`src/rtl/muldiv_if.sv`:
```
// muldiv_if: core-side bundle for the multiply/divide unit
interface muldiv_if;
  logic        start;
  logic [1:0]  op;
  logic [31:0] rs_data;
  logic [31:0] rt_data;
  logic        hi_we;
  logic        lo_we;
  logic [31:0] wdata;
  logic        busy;
  logic        done;
  logic [31:0] hi;
  logic [31:0] lo;
  modport master (output start, op, rs_data, rt_data, hi_we, lo_we, wdata, input busy, done, hi, lo);
  modport slave (input start, op, rs_data, rt_data, hi_we, lo_we, wdata, output busy, done, hi, lo);
endinterface

```
`src/rtl/muldiv_unit.sv`:
```
// muldiv_unit: iterative 32-cycle multiply/divide with architectural HI/LO
module muldiv_unit (
  input logic     clk,
  input logic     rst,
  muldiv_if.slave bus
);
  typedef enum logic [1:0] {IDLE, CALC, FIX} state_t;
  state_t state, state_nx;
  logic [31:0] acc, mq, dvs, src, hi_reg, lo_reg;
  logic [4:0] cnt;
  logic is_div, neg_q, neg_r, done_reg;
  logic sgn, a_neg, b_neg, ge;
  logic [32:0] add;
  logic [31:0] diff, quo, rem;
  logic [63:0] prod, prod_s;
  assign sgn = ~bus.op[0];
  assign a_neg = sgn & bus.rs_data[31];
  assign b_neg = sgn & bus.rt_data[31];
  // {acc,mq} holds the running product (multiply) or remainder/quotient (divide)
  assign add = {1'b0, acc} + {1'b0, mq[0] ? dvs : 32'd0};
  assign ge = {acc, mq[31]} >= {1'b0, dvs};
  // The true difference is below the divisor when ge, so 32-bit wraparound is exact
  assign diff = {acc[30:0], mq[31]} - dvs;
  assign prod = {acc, mq};
  assign prod_s = neg_q ? -prod : prod;
  assign quo = dvs == 32'd0 ? 32'hFFFF_FFFF : neg_q ? -mq : mq;
  assign rem = dvs == 32'd0 ? src : neg_r ? -acc : acc;
  assign bus.busy = state != IDLE;
  assign bus.done = done_reg;
  assign bus.hi = hi_reg;
  assign bus.lo = lo_reg;
  // State register
  always_ff @(posedge clk or negedge rst)
    if (!rst) state <= IDLE;
    else state <= state_nx;
  // Next-state: launch on start, iterate until cnt reaches zero, one fix-up cycle
  always_comb begin
    state_nx = state;
    state_nx = state == IDLE ? (bus.start ? CALC : IDLE) : state == CALC ? (cnt == 5'd0 ? FIX : CALC) : IDLE;
  end
  // Datapath: operand capture, per-cycle iteration, sign fix-up and MTHI/MTLO
  always_ff @(posedge clk or negedge rst)
    if (!rst) begin
      acc <= '0;
      mq <= '0;
      dvs <= '0;
      src <= '0;
      cnt <= '0;
      is_div <= 1'b0;
      neg_q <= 1'b0;
      neg_r <= 1'b0;
      hi_reg <= '0;
      lo_reg <= '0;
      done_reg <= 1'b0;
    end else begin
      done_reg <= state == FIX;
      if (state == IDLE) begin
        if (bus.start) begin
          acc <= '0;
          mq <= a_neg ? -bus.rs_data : bus.rs_data;
          dvs <= b_neg ? -bus.rt_data : bus.rt_data;
          src <= bus.rs_data;
          is_div <= bus.op[1];
          neg_q <= a_neg ^ b_neg;
          neg_r <= a_neg;
          cnt <= 5'd31;
        end else begin
          if (bus.hi_we) hi_reg <= bus.wdata;
          if (bus.lo_we) lo_reg <= bus.wdata;
        end
      end else if (state == CALC) begin
        cnt <= cnt == 5'd0 ? cnt : cnt - 5'd1;
        if (is_div) begin
          acc <= ge ? diff : {acc[30:0], mq[31]};
          mq <= {mq[30:0], ge};
        end else begin
          {acc, mq} <= {add, mq[31:1]};
        end
      end else begin
        hi_reg <= is_div ? rem : prod_s[63:32];
        lo_reg <= is_div ? quo : prod_s[31:0];
      end
    end
endmodule

```
`src/flat_wrapper.sv`:
```
// flat-port wrapper written by rule: the top's interface ports become plain ports
module muldiv_unit_flat 
  (clk, rst, bus_start, bus_op, bus_rs_data, bus_rt_data, bus_hi_we, bus_lo_we, bus_wdata, bus_busy, bus_done, bus_hi, bus_lo);
  muldiv_if bus_i ();
  input logic clk;
  input logic rst;
  input wire logic [$bits(bus_i.start)-1:0] bus_start;
  input wire logic [$bits(bus_i.op)-1:0] bus_op;
  input wire logic [$bits(bus_i.rs_data)-1:0] bus_rs_data;
  input wire logic [$bits(bus_i.rt_data)-1:0] bus_rt_data;
  input wire logic [$bits(bus_i.hi_we)-1:0] bus_hi_we;
  input wire logic [$bits(bus_i.lo_we)-1:0] bus_lo_we;
  input wire logic [$bits(bus_i.wdata)-1:0] bus_wdata;
  output wire logic [$bits(bus_i.busy)-1:0] bus_busy;
  output wire logic [$bits(bus_i.done)-1:0] bus_done;
  output wire logic [$bits(bus_i.hi)-1:0] bus_hi;
  output wire logic [$bits(bus_i.lo)-1:0] bus_lo;
  assign bus_i.start = bus_start;
  assign bus_i.op = bus_op;
  assign bus_i.rs_data = bus_rs_data;
  assign bus_i.rt_data = bus_rt_data;
  assign bus_i.hi_we = bus_hi_we;
  assign bus_i.lo_we = bus_lo_we;
  assign bus_i.wdata = bus_wdata;
  assign bus_busy = bus_i.busy;
  assign bus_done = bus_i.done;
  assign bus_hi = bus_i.hi;
  assign bus_lo = bus_i.lo;
  muldiv_unit u_core (.clk(clk), .rst(rst), .bus(bus_i));
endmodule
```
`config.mk`:
```
export PLATFORM = sky130hd
export DESIGN_NAME = muldiv_unit_flat
export DESIGN_NICKNAME = d
export VERILOG_FILES = /design/src/rtl/muldiv_if.sv /design/src/rtl/muldiv_unit.sv /design/src/flat_wrapper.sv
export SDC_FILE = /design/constraint.sdc
export NUM_CORES = 1
export LEC_CHECK = 0
export CORE_AREA = 2 2 182 184
export CTS_CLUSTER_DIAMETER = 40
export DETAILED_ROUTE_END_ITERATION = 10
export DIE_AREA = 0 0 184 186
export PLACE_DENSITY = 0.77
export SKIP_LAST_GASP = 1
export SLEW_MARGIN = 0
export SYNTH_ARGS = -nofsm -noshare
export SYNTH_HDL_FRONTEND = slang
export SYNTH_SLANG_ARGS = --single-unit
```
`constraint.sdc`:
```
create_clock -name clk -period 3.8 [get_ports clk]
set_input_delay 0.38 -clock clk [delete_from_list [all_inputs] [get_ports clk]]
set_output_delay 0.38 -clock clk [all_outputs]
set_load 0.05 [all_outputs]
```
# After elaboration in Yosys (flattened, before gate mapping)
# Cells that the tools add are included.
[totals]
in_bits = 103
output_inout_bits = 66
elab_cells = 78
reg_bits = 203
[op_classes]
n_eq_ne = 8
n_bitwise = 4
reduce_logical = 10
magnitude_cmp = 1
add_sub_neg = 8
muxes = 35
[ops]
columns = ["op", "n"]
rows = [
  ["2-to-1 mux 32 bit", 26],
  ["negator 32 bit", 4],
  ["2-to-1 mux 64 bit", 1],
  ["negator 64 bit", 1],
  ["adder 32 x 32 -> 33 bit", 1],
  ["greater-or-equal comparator 33 x 32 -> 1 bit", 1],
  ["logical NOT 32 bit", 1],
  ["subtractor 32 bit", 1],
  ["2-to-1 mux 5 bit", 4],
  ["AND reduction 3 bit", 3],
  ["!= test 2 bit (second input constant)", 4],
  ["2-to-1 mux 2 bit", 3],
  ["logical NOT 5 bit", 1],
  ["subtractor 5 x 1 -> 5 bit (second input constant)", 1],
  ["!= test 2 x 1 -> 1 bit (second input constant)", 2],
  ["AND reduction 2 bit", 2],
  ["nonzero test 2 bit", 2],
  ["AND 1 bit", 2],
  ["== test 2 x 1 -> 1 bit (second input constant)", 1],
  ["== test 2 bit (second input constant)", 1],
  ["logical NOT 2 bit", 1],
  ["2-to-1 mux 1 bit", 1],
  ["NOT 1 bit", 1],
  ["bitwise XOR 1 bit", 1],
]

# Longest topological paths before layout
[logic_depth]
ltp_word = 6
mapped_depth = 15

# Worst setup path before layout
# No wires, ideal clock.
[synth_timing]
path_kind = "reg-to-reg"
from = "register u_core.mq[0]"
to = "register u_core.acc[25]"
t_arrival_ns = 3.704
t_required_ns = 3.665
setup_slack_ns = -0.038
path_stages_with_launch = 16
cell_sequence = "dfrtp_1 > bufbuf_16 > inv_1 > clkbuf_1 > nor2_1 > ha_1 > clkbuf_1 > nand4_1 > or2_2 > a2111oi_0 > o21ai_0 > o31a_1 > o31ai_1 > xor2_1 > a221oi_1 > o31ai_1"
[synth_via]
elab_chain_cells = 5
[synth_rtl]
columns = ["element", "line", "text"]
rows = [
  ["from (decl)", "muldiv_unit.sv:9", "logic [31:0] acc, mq, dvs, src, hi_reg, lo_reg;"],
  ["from (signal assigned)", "muldiv_unit.sv:60", "mq <= a_neg ? -bus.rs_data : bus.rs_data;"],
  ["from (signal assigned)", "muldiv_unit.sv:75", "mq <= {mq[30:0], ge};"],
  ["from (signal assigned)", "muldiv_unit.sv:77", "{acc, mq} <= {add, mq[31:1]};"],
  ["2-to-1 mux 32 bit", "muldiv_unit.sv:20", "assign add = {1'b0, acc} + {1'b0, mq[0] ? dvs : 32'd0};"],
  ["adder 32 x 32 -> 33 bit", "muldiv_unit.sv:20", ""],
  ["2-to-1 mux 32 bit", "muldiv_unit.sv:73", "if (is_div) begin"],
  ["2-to-1 mux 32 bit", "muldiv_unit.sv:71", "end else if (state == CALC) begin"],
  ["2-to-1 mux 32 bit", "muldiv_unit.sv:57", "if (state == IDLE) begin"],
  ["to (signal assigned)", "muldiv_unit.sv:74", "acc <= ge ? diff : {acc[30:0], mq[31]};"],
  ["to (signal assigned)", "muldiv_unit.sv:77", ""],
  ["to (decl)", "muldiv_unit.sv:9", ""],
]
# No other way between the ends. The select of a mux whose other input is x is not followed.
# A chain may end at the register's enable or synchronous reset.

# Worst setup path in the final report
[layout_timing]
from = "register u_core.mq[12]"
to = "register u_core.hi_reg[25] (netlist: u_core.bus.hi[25])"
[layout_via]
elab_chain_cells = 5
[layout_rtl]
columns = ["element", "line", "text"]
rows = [
  ["negator 64 bit", "muldiv_unit.sv:25", "assign prod_s = neg_q ? -prod : prod;"],
  ["2-to-1 mux 64 bit", "muldiv_unit.sv:25", ""],
  ["2-to-1 mux 32 bit", "muldiv_unit.sv:80", "hi_reg <= is_div ? rem : prod_s[63:32];"],
  ["2-to-1 mux 32 bit", "muldiv_unit.sv:71", ""],
  ["2-to-1 mux 32 bit", "muldiv_unit.sv:57", ""],
  ["to (signal assigned)", "muldiv_unit.sv:68", "if (bus.hi_we) hi_reg <= bus.wdata;"],
  ["to (signal assigned)", "muldiv_unit.sv:80", ""],
  ["to (decl)", "muldiv_unit.sv:9", ""],
]
# No other way between the ends. The select of a mux whose other input is x is not followed.

==> run summary <==
The count of warnings emitted by yosys is 0. Count of clock tree sinks: 203. The first global-routing pass estimated 91.7 mm of wire. The number of remaining DRC errors came out at 0. The synthesized cell area is 16800 um2. Walking the worst path, the cells encountered are or4_4 -> nor4b_4 -> nand4_2 -> or4b_1 -> buf_4 -> o41ai_1 -> xnor2_1 -> o21ai_0 -> a21oi_1.

The synthesized area per cell is 7.70 um2, and the net count of the finished layout is 2494. The number of synthesized flops with an enable pin is 0. In the routed layout, each cell is associated on average with a via count of 6.28.

Period utilization: 97.1%. Layout overhead on the synthesized area: 20.7%. IR analysis of the VDD net gives a maximum drop of 550 uV. The worst path needs 3.69 ns of the cycle, external delays included. For the storage element area, the log shows 5080 um2. The clock root buffer was clkbuf_16. The analysis attributes to cell leakage a power of 8.53 nW. Synthesized netlist cell count: 2182.

Along the worst path, the maximum fanout reaches 7. TritonCTS built the clock tree. The tools report the smallest setup slack after layout as 0.109 ns. In this run the core area contains 66 standard-cell rows. Buffers added to address setup during post-CTS repair amount to 0. Wires add up to 59.1 mm.

The number of nets in the synthesized netlist is 2356. Among all flip-flop cells after synthesis, the most frequent one is dfrtp_1. For this design the top-level I/O count stands at 169. The slowest stage cell on the critical path is or4_4.

Global routing consumed, over all layers together, 34.5% of the routing resources. For the number of antenna violations at the first check in global routing, the log shows 0. The remaining antenna violation count after routing was 0; the sum of overflow across all layers after global routing was 0. The setup path with the least slack is of type reg -> reg. The data required time of the worst path was 4.19 ns; the count of cell types in the netlist was 77.

The total of flip-flops plus latches after synthesis works out to 203. At the pin with the least slew margin, the transition time is 1.13 ns. Max-cap violations in this run came to 0.

The number of cell instances on the worst register-to-register path works out to 9. In this run the standard cell core region covers 32200 um2. For this run, the slowest stage of the critical path takes 0.61 ns.

The number of global-route vias before repair came out at 16400. The number of buffer and inverter instances along the worst setup path works out to 1. The number of clock buffers added by TritonCTS is 38. The clock-pin slew on the worst setup and hold paths is 0.05 ns, and the max-slew violation count is 0.

The clock reaches the later pin of the worst-skew pair after 0.53 ns. The achievable frequency is 0.271 GHz. Mean routed wirelength per cell: 21.5 um. Summing all multi-input logic gate instances after layout gives 10700 um2.

The number of endpoints failing setup at the final stage was 0. Measured along the y axis, the die boundary spans 186 um. The detailed router finished its first iteration with 1531 violations. For the number of buffers between clock root and the deepest sink, the log shows 3.

The tools report the proportion of synthesized chip area in sequential cells as 30.2%. The flow ran to the end, and the final reports show no timing, DRC or antenna violations. The number of port buffers was 168. The total number of vias came out at 17300. For the final routed database, the setup TNS stands at 0 ns. The placer's final routability congestion estimate is 1.04.

In this run the number of cells on the critical path is 9. Counting instances, the worst hold path has a depth of 3. The H-tree was split into 2 levels. The arrival time at the worst endpoint was 4.08 ns.

The worst-case clock skew is 0.0195 ns. The worst pin sits at a relative slew slack of 24.4%. OpenSTA, run right after detailed placement, puts the worst setup slack at 0.232 ns. The die covers 34200 um2. The HPWL after detailed placement is 45.0 mm.

The async set or reset register ratio after synthesis was 100%. The repair_antennas step left the layout with diodes totalling 0. Setup repair after global routing left no endpoint under its margin.

Counting the fill cells in the layout gives 2882. Family of cells with the greatest summed delay on the critical path: simple AND/OR/NAND/NOR gates. Cells with a size suffix above 1 make up 8.05% of the layout.

For the effective utilization at floorplan, the log shows 52.1%. The tightest min-delay check is of the in -> reg type. The number of hold violations in the final report is 0, and the number of iterations in the first detailed-routing pass is 6. Total power density per cell area: 1110 nW/um2. Entering global routing, the biggest net connects 113 pins.

STA classifies the critical path startpoint as a register. In this run the horizontal extent of the chip is 184 um. The tools report the kind of end point of the critical path as a register.
placed cells by master, fill, tap and decap left out, types with 9 or more instances in the layout:
master | netlist | layout
nand3_1 | 36 | 36
o31ai_1 | 29 | 29
a21oi_1 | 193 | 193
xnor2_1 | 100 | 100
o41ai_1 | 11 | 10
or4_1 | 12 | 12
clkbuf_16 | 0 | 41
or2_2 | 9 | 9
a211oi_1 | 18 | 17
o21ai_0 | 248 | 247
a21o_1 | 32 | 32
o22ai_1 | 41 | 41
ha_1 | 69 | 69
inv_1 | 66 | 65
nor3_1 | 37 | 36
nor2b_1 | 11 | 11
nor2_1 | 170 | 167
o21a_1 | 10 | 10
nand4_1 | 20 | 20
xor2_1 | 99 | 99
nand2b_1 | 17 | 17
nor4_1 | 30 | 30
a22oi_1 | 9 | 9
buf_4 | 5 | 80
mux2i_1 | 41 | 41
o211ai_1 | 18 | 18
a31oi_1 | 19 | 19
dfrtp_1 | 203 | 202
o221ai_1 | 9 | 9
or3_1 | 39 | 39
clkdlybuf4s50_1 | 0 | 167
nand2_1 | 328 | 327
routing by layer:
layer | routed length, um | vias up | GRT usage [%]
li1 | - | 8036 | -
met1 | 23300 | 8106 | 42.4
met2 | 26700 | 924 | 56.4
met3 | 4820 | 245 | 5.32
met4 | 4310 | 0 | 22.9
met5 | 0 | - | 0
cell families (layout without fill, tap and decap cells):
logic type	Yosys count	in the layout	share of synthesized area, %
AOI/OAI and AO/OA	681	681	23.9
and+or+nand+nor	759	759	21.0
DFF	203	203	30.2
adders and majority gates	71	71	5.38
buffers and inverters	222	388	6.24
muxes	47	47	2.85
xor gates and xnor gates	199	199	10.4
worst min-delay path: stages:
cell	delay [ns]
clkdlybuf4s50_1	0.40
nand2_1	0.06
o21ai_0	0.07
power by group:
part / total, mW / leakage, nW / switching [mW] / internal (mW)
sequential: 4.49 / 2.45 / 1.27 / 3.22
combinational: 14.6 / 5.44 / 8.93 / 5.62
clock: 3.55 / 0.648 / 1.21 / 2.34
cell usage after synthesis (29+ instances only):
library cell / instances / area [um2]
dfrtp_1: 203 / 5080
xnor2_1: 100 / 876
nand2_1: 328 / 1230
nor4_1: 30 / 188
a21oi_1: 193 / 966
nand3_1: 36 / 180
a21o_1: 32 / 240
o21ai_0: 248 / 1240
clkbuf_1: 111 / 417
mux2i_1: 41 / 410
ha_1: 69 / 863
nor2_1: 170 / 638
inv_1: 66 / 248
or3_1: 39 / 244
xor2_1: 99 / 867
o22ai_1: 41 / 257
nor3_1: 37 / 185
o31ai_1: 29 / 218
through the flow:
stage,hold slack [ns],instances,util (%),cell area [um2],power [mW]
3_3_place_gp,0.459,2687,58.7,18900,18.4
5_1_grt,0.479,2756,62.9,20300,24.1
6_report,0.435,2756,62.9,20300,22.6
4_1_cts,0.427,2756,62.9,20300,22.3
3_5_place_dp,0.463,2687,58.7,18900,18.7
2_1_floorplan,0.0844,2182,-,16800,14.5
cell type report:
cell class	instances	share of cell area, %
clock buffer	46	5.25
tap	408	2.52
inverter	68	1.28
timing repair buffer	252	11.6
multi-input combinational	1757	52.9
sequential	203	25.1
clock inverter	22	1.30
timing repair:
action,CTS,global route
hold buffers,1,0
endpoints found under the hold margin,81,0
gates resized for setup,0,3
endpoints found under the setup margin,0,2
worst paths after layout:
check,startpoint,endpoint,slack (ns)
max in group asynchronous,rst,u_core.dvs[16]$_DFFE_PN0P_,2.38
worst min register to register,u_core.bus.lo[5]$_DFFE_PN0P_,u_core.bus.lo[5]$_DFFE_PN0P_,0.47
min in group asynchronous,rst,u_core.bus.hi[5]$_DFFE_PN0P_,0.48
worst min-delay path,bus_op[1],u_core.is_div$_DFFE_PN0P_,0.44
worst max-delay path,u_core.mq[12]$_DFFE_PN0P_,u_core.bus.hi[25]$_DFFE_PN0P_,0.11
worst max register to register,u_core.mq[12]$_DFFE_PN0P_,u_core.bus.hi[25]$_DFFE_PN0P_,0.11
Note: power is estimated with default switching activity, not from simulation.
